### config.mk
export PLATFORM = sky130hd
export DESIGN_NAME = mem_port_arbiter
export DESIGN_NICKNAME = d
export VERILOG_FILES = /design/src/rtl/mem_port_pkg.sv /design/src/rtl/mem_port_arbiter_rr.sv /design/src/rtl/mem_port_arbiter.sv
export SDC_FILE = /design/constraint.sdc
export NUM_CORES = 1
export LEC_CHECK = 0
export CAP_MARGIN = 20
export CORE_MARGIN = 4
export CORE_UTILIZATION = 40
export CTS_BUF_LIST = sky130_fd_sc_hd__clkbuf_2
export DETAILED_ROUTE_END_ITERATION = 10
export PLACE_DENSITY = 0.83
export SLEW_MARGIN = 0
export SYNTH_ARGS = -nofsm -noshare
export SYNTH_HDL_FRONTEND = slang
export SYNTH_SLANG_ARGS = --single-unit
### constraint.sdc
create_clock -name clk -period 3.5 [get_ports clk]
set_input_delay 0.525 -clock clk [delete_from_list [all_inputs] [get_ports clk]]
set_output_delay 0.525 -clock clk [all_outputs]
set_load 0.05 [all_outputs]
### src/rtl/mem_port_pkg.sv
`default_nettype none
// ============================================================================
// Module : mem_port_pkg
// Types and helpers shared by the memory port arbiter and its sub-blocks.
// Rev    : 1.0  initial release
// ============================================================================
package mem_port_pkg;

  typedef enum logic [1:0] {
    IDLE  = 2'd0,
    ISSUE = 2'd1,
    WAIT  = 2'd2,
    RESP  = 2'd3
  } state_t;

  // A single channel still needs a 1-bit index to keep vectors legal.
  function automatic int idx_width(input int n);
    return (n > 1) ? $clog2(n) : 1;
  endfunction

endpackage
`default_nettype wire

### src/rtl/mem_port_arbiter_rr.sv
`default_nettype none
// ============================================================================
// Module : rr_arbiter
// Combinational round-robin pick: first request found after the pointer.
// Rev    : 1.0  initial release
// ============================================================================
module rr_arbiter
  import mem_port_pkg::*;
#(
  parameter int NCH   = 2,
  parameter int IDX_W = idx_width(NCH)
) (
  input  logic [NCH-1:0]   i_req,
  input  logic [IDX_W-1:0] i_ptr,
  output logic [NCH-1:0]   o_grant,
  output logic [IDX_W-1:0] o_grant_idx,
  output logic             o_any
);

  function automatic logic [IDX_W-1:0] rr_slot(input logic [IDX_W-1:0] ptr, input int ofs);
    int s;
    s = (int'(ptr) + ofs) % NCH;
    return IDX_W'(s);
  endfunction

  // Offset NCH lands back on the pointer itself, so it has lowest priority.
  always_comb begin
    o_grant     = '0;
    o_grant_idx = '0;
    o_any       = 1'b0;
    for (int k = 1; k <= NCH; k++) begin
      if (!o_any && i_req[rr_slot(i_ptr, k)]) begin
        o_any                       = 1'b1;
        o_grant_idx                 = rr_slot(i_ptr, k);
        o_grant[rr_slot(i_ptr, k)]  = 1'b1;
      end
    end
  end

endmodule
`default_nettype wire

### src/rtl/mem_port_arbiter.sv
`default_nettype none
// ============================================================================
// Module : mem_port_arbiter
// Round-robin arbiter of NCH requesters onto one synchronous memory port.
// Rev    : 1.0  initial release
// ============================================================================
module mem_port_arbiter
  import mem_port_pkg::*;
#(
  parameter int DATA_W = 32,
  parameter int ADDR_W = 14,
  parameter int NCH    = 2,
  parameter int RD_LAT = 1
) (
  input  logic                  clk,
  input  logic                  rst,
  input  logic [NCH-1:0]        req_valid,
  input  logic [NCH-1:0]        req_we,
  input  logic [NCH*ADDR_W-1:0] req_addr,
  input  logic [NCH*DATA_W-1:0] req_wdata,
  output logic [NCH-1:0]        req_ready,
  output logic [NCH-1:0]        rsp_valid,
  output logic [DATA_W-1:0]     rsp_rdata,
  output logic                  mem_en,
  output logic                  mem_we,
  output logic                  mem_re,
  output logic [ADDR_W-1:0]     mem_addr,
  output logic [DATA_W-1:0]     mem_wdata,
  input  logic [DATA_W-1:0]     mem_rdata,
  output logic                  busy
);

  localparam int               IDX_W    = idx_width(NCH);
  localparam int               CNT_W    = $clog2(RD_LAT + 1);
  localparam logic [CNT_W-1:0] CNT_LOAD = CNT_W'(RD_LAT - 1);

  state_t             r_state;
  state_t             w_state_nxt;
  logic [IDX_W-1:0]   r_ptr;
  logic [IDX_W-1:0]   r_ch;
  logic               r_we;
  logic [ADDR_W-1:0]  r_addr;
  logic [DATA_W-1:0]  r_wdata;
  logic [DATA_W-1:0]  r_rdata;
  logic [CNT_W-1:0]   r_cnt;
  logic [NCH-1:0]     w_grant;
  logic [IDX_W-1:0]   w_grant_idx;
  logic               w_any;

  rr_arbiter #(
    .NCH   (NCH),
    .IDX_W (IDX_W)
  ) u_rr (
    .i_req       (req_valid),
    .i_ptr       (r_ptr),
    .o_grant     (w_grant),
    .o_grant_idx (w_grant_idx),
    .o_any       (w_any)
  );

  always_ff @(posedge clk or posedge rst) begin
    if (rst) r_state <= IDLE;
    else     r_state <= w_state_nxt;
  end

  always_comb begin
    w_state_nxt = r_state;
    req_ready   = '0;
    rsp_valid   = '0;
    mem_en      = 1'b0;
    mem_we      = 1'b0;
    mem_re      = 1'b0;
    busy        = (r_state != IDLE);
    unique case (r_state)
      IDLE: begin
        req_ready = w_grant;
        if (w_any) w_state_nxt = ISSUE;
      end
      ISSUE: begin
        mem_en      = 1'b1;
        mem_we      = r_we;
        mem_re      = ~r_we;
        w_state_nxt = r_we ? RESP : WAIT;
      end
      WAIT: begin
        if (r_cnt == '0) w_state_nxt = RESP;
      end
      RESP: begin
        rsp_valid   = NCH'(1) << r_ch;
        w_state_nxt = IDLE;
      end
      default: w_state_nxt = IDLE;
    endcase
  end

  // Latched request, wait counter and captured read data.
  always_ff @(posedge clk or posedge rst) begin
    if (rst) begin
      r_ptr   <= IDX_W'(NCH - 1);
      r_ch    <= '0;
      r_we    <= 1'b0;
      r_addr  <= '0;
      r_wdata <= '0;
      r_rdata <= '0;
      r_cnt   <= '0;
    end else begin
      unique case (r_state)
        IDLE: begin
          if (w_any) begin
            r_ptr   <= w_grant_idx;
            r_ch    <= w_grant_idx;
            r_we    <= req_we[w_grant_idx];
            r_addr  <= req_addr[int'(w_grant_idx) * ADDR_W +: ADDR_W];
            r_wdata <= req_wdata[int'(w_grant_idx) * DATA_W +: DATA_W];
          end
        end
        ISSUE: begin
          if (r_we) r_rdata <= '0;
          else      r_cnt   <= CNT_LOAD;
        end
        WAIT: begin
          if (r_cnt == '0) r_rdata <= mem_rdata;
          else             r_cnt   <= r_cnt - 1'b1;
        end
        default: ;
      endcase
    end
  end

  assign mem_addr  = r_addr;
  assign mem_wdata = r_wdata;
  assign rsp_rdata = r_rdata;

endmodule
`default_nettype wire

==> results.json <==
{
  "status": "complete, no violations",
  "maxCapViolCount": 0,
  "clk_pin_slew_worst_paths_ns": 0.25,
  "finalWirelength_um": 11800,
  "antenna_found_initial": 0,
  "ant_nets": 0,
  "viasPerCell": 5.03,
  "p_comb_share_pct": 65.1,
  "finalHoldViolCount": 0,
  "synth_warnings": 0,
  "finalClockSkew_ns": 0.0285,
  "p_int_mw": 3.17,
  "regArea_um2": 2080,
  "power_frac_seq_pct": 25.9,
  "dp_slack_ns": 0.696,
  "firstDrtPassIters": 5,
  "core-area_um2": 9280,
  "io_buffers": 215,
  "synth_area_um2": 3820,
  "cts_buffer_depth": 2,
  "ys_types": 28,
  "rsz0062_at_grt": "false",
  "cts_tree": "done",
  "clkPwrFrac_pct": 9.0,
  "die_y_um": 106,
  "grt_pass1_wl_um": 18500,
  "vias": 3527,
  "grt.overflow.total": 0,
  "grt_max_degree": 48,
  "max_freq_ghz": 0.330,
  "ctsResizeCount": 0,
  "hold_class": "in2async",
  "crit_path_max_fanout": 8,
  "tightest_slew_ns": 0.744,
  "ys_ff_latch": 83,
  "fill_cells": 731,
  "numCtsBuffers": 9,
  "first_global_vias": 3647,
  "drc": 0,
  "critPathArrivalTime_ns": 2.51,
  "drive_gt1_share_pct": 16.4,
  "setup_viol": 0,
  "io_pins": 216,
  "track_usage_pct": 20.9,
  "drt_iter0_drc": 162,
  "synth_fp_nets": 494,
  "worst_ep_required_time_ns": 2.97,
  "seq_area_frac_synth_pct": 54.4,
  "yosysTopAreaCell": "dfrtp_1",
  "finalWorstSetupSlack_ns": 0.470,
  "synth_area_leaders": "dfrtp_1, a21oi_2, a22o_1",
  "num_antenna_cells": 0,
  "synth.top_cell.area_share_pct": 53.8,
  "start_util_pct": 41.1,
  "multiInputGateArea_um2": 1540,
  "post_cts_buffers": 0,
  "syn_to_final_growth_pct": 61.7,
  "cts_hold_buf": 0,
  "hpwl_um": 8670,
  "clock_sinks": 83,
  "p_per_area_nw_per_um2": 1060,
  "cts_root_buf": "clkbuf_2",
  "slew_headroom_pct": 50.4,
  "endpoint_kind": "primary output",
  "fin_crit_ns": 3.03,
  "start_kind": "flop",
  "wl_per_cell_um": 16.8,
  "timing.hold.ws_ns": 0.395,
  "syn_avg_cell_area_um2": 10.6,
  "fin_util_pct": 66.5,
  "cts_htree_levels": 3,
  "final_nets": 701,
  "switchingPower_mw": 3.40,
  "period_share_pct": 86.6,
  "setup_tns_ns": 0,
  "place.gp.congestion": 0.767,
  "sw_frac_of_total_pct": 51.7,
  "die_area_um2": 11200,
  "drv_slew": 0,
  "p_leak_nw": 2.56,
  "path_class": "reg2out",
  "syn-instance-count": 360,
  "clkLatencyLatePin_ns": 0.50,
  "peakVddDrop_mv": 0.500,
  "num_rows": 35,
  "die_x_um": 106
}
## placed cells by master (no fill, tap or decap), types with 4 or more instances in the layout
cell type,synthesis,final
buf_4,6,8
a22o_1,32,32
nor2_1,48,48
a21oi_1,36,36
nand2_1,48,48
dfrtp_1,82,82
ha_1,4,4
a21oi_2,61,61
clkdlybuf4s50_1,0,214
inv_1,5,4
clkbuf_2,0,9
## area by class of cell
| class | count | area share [%] |
|---|---|---|
| inverters | 6 | 0.385 |
| multi-input cells | 244 | 25.0 |
| flip-flops and latches | 83 | 33.7 |
| repair buffers | 223 | 36.0 |
| clock inverters | 7 | 1.60 |
| clock buffers | 9 | 0.730 |
| well taps | 129 | 2.62 |
## synth_stat cells
cell type  instances
or3_1              1
clkbuf_1           2
a22o_1            32
inv_2              1
a31oi_1            1
nor2_1            48
o21ai_2            1
ha_1               4
nor2b_1            3
o21ai_0            1
inv_1              5
o21a_1             1
a21boi_2           1
o311ai_0           1
mux2_4             1
buf_4              6
buf_6              1
a21oi_1           36
a21oi_2           61
buf_8              1
buf_12             2
a21bo_2            1
nand2_1           48
dfrtp_1           82
buf_2             15
and2_1             2
dfstp_2            1
a21o_1             1
## registers in the layout, summed over array words and instances (netlist names)
name / cells
r_state: 2
mem_wdata: 32
r_we: 1
mem_addr: 14
r_ch: 1
r_ptr: 1
rsp_rdata: 32
## metal layers
metal	routed length (um)	GRT usage (%)
met5	0	0
met2	5770	35.2
met1	4670	24.8
met3	1010	5.57
met4	352	9.99
## critical path, cell delays in order (launching register included)
cell and delay (ns):
dfrtp_1 0.47, inv_1 0.11, ha_1 0.35, nand2_1 0.09, a21oi_1 0.15, clkdlybuf4s50_1 0.84
## path summary, 6_finish.rpt
path / endpoint / from / slack [ns] / cells after the start
setup / recovery: req_ready[0] / r_state[1] / 0.47 / 5
hold / removal: rsp_rdata[8] / rst / 0.40 / 2
setup reg to reg: mem_wdata[23] / r_state[1] / 1.62 / 6
hold reg to reg: mem_wdata[29] / mem_wdata[29] / 0.54 / 2
max in group asynchronous: r_ptr / rst / 2.35 / 3
min in group clk: mem_wdata[3] / req_wdata[3] / 0.51 / 3
## stage by stage
step           power, mW  area, um^2  instances
3_3_place_gp        5.93        6030        685
6_report            6.57        6170        701
3_5_place_dp        6.03        6030        685
5_1_grt             6.93        6170        701
2_1_floorplan       4.63        3820        360
4_1_cts             6.63        6170        701
## power groups by stage
stage                     Combinational, mW  Clock (mW)  Sequential [mW]
after global routing                   4.51       0.653             1.77
after global placement                 4.24           0             1.69
after detailed placement               4.31           0             1.72
after CTS                              4.32       0.614             1.70
after floorplan                        1.43           0             3.20
final                                  4.28       0.591             1.70
## cells by family after synthesis
kind of cell	count (synthesis)	share of synthesized area, %
compound gates	137	27.8
fa+ha+maj	4	1.31
buf+inv	33	5.67
flops	83	54.4
mux	1	0.393
simple gates	102	10.4
Power figures use the tool's default switching activity.
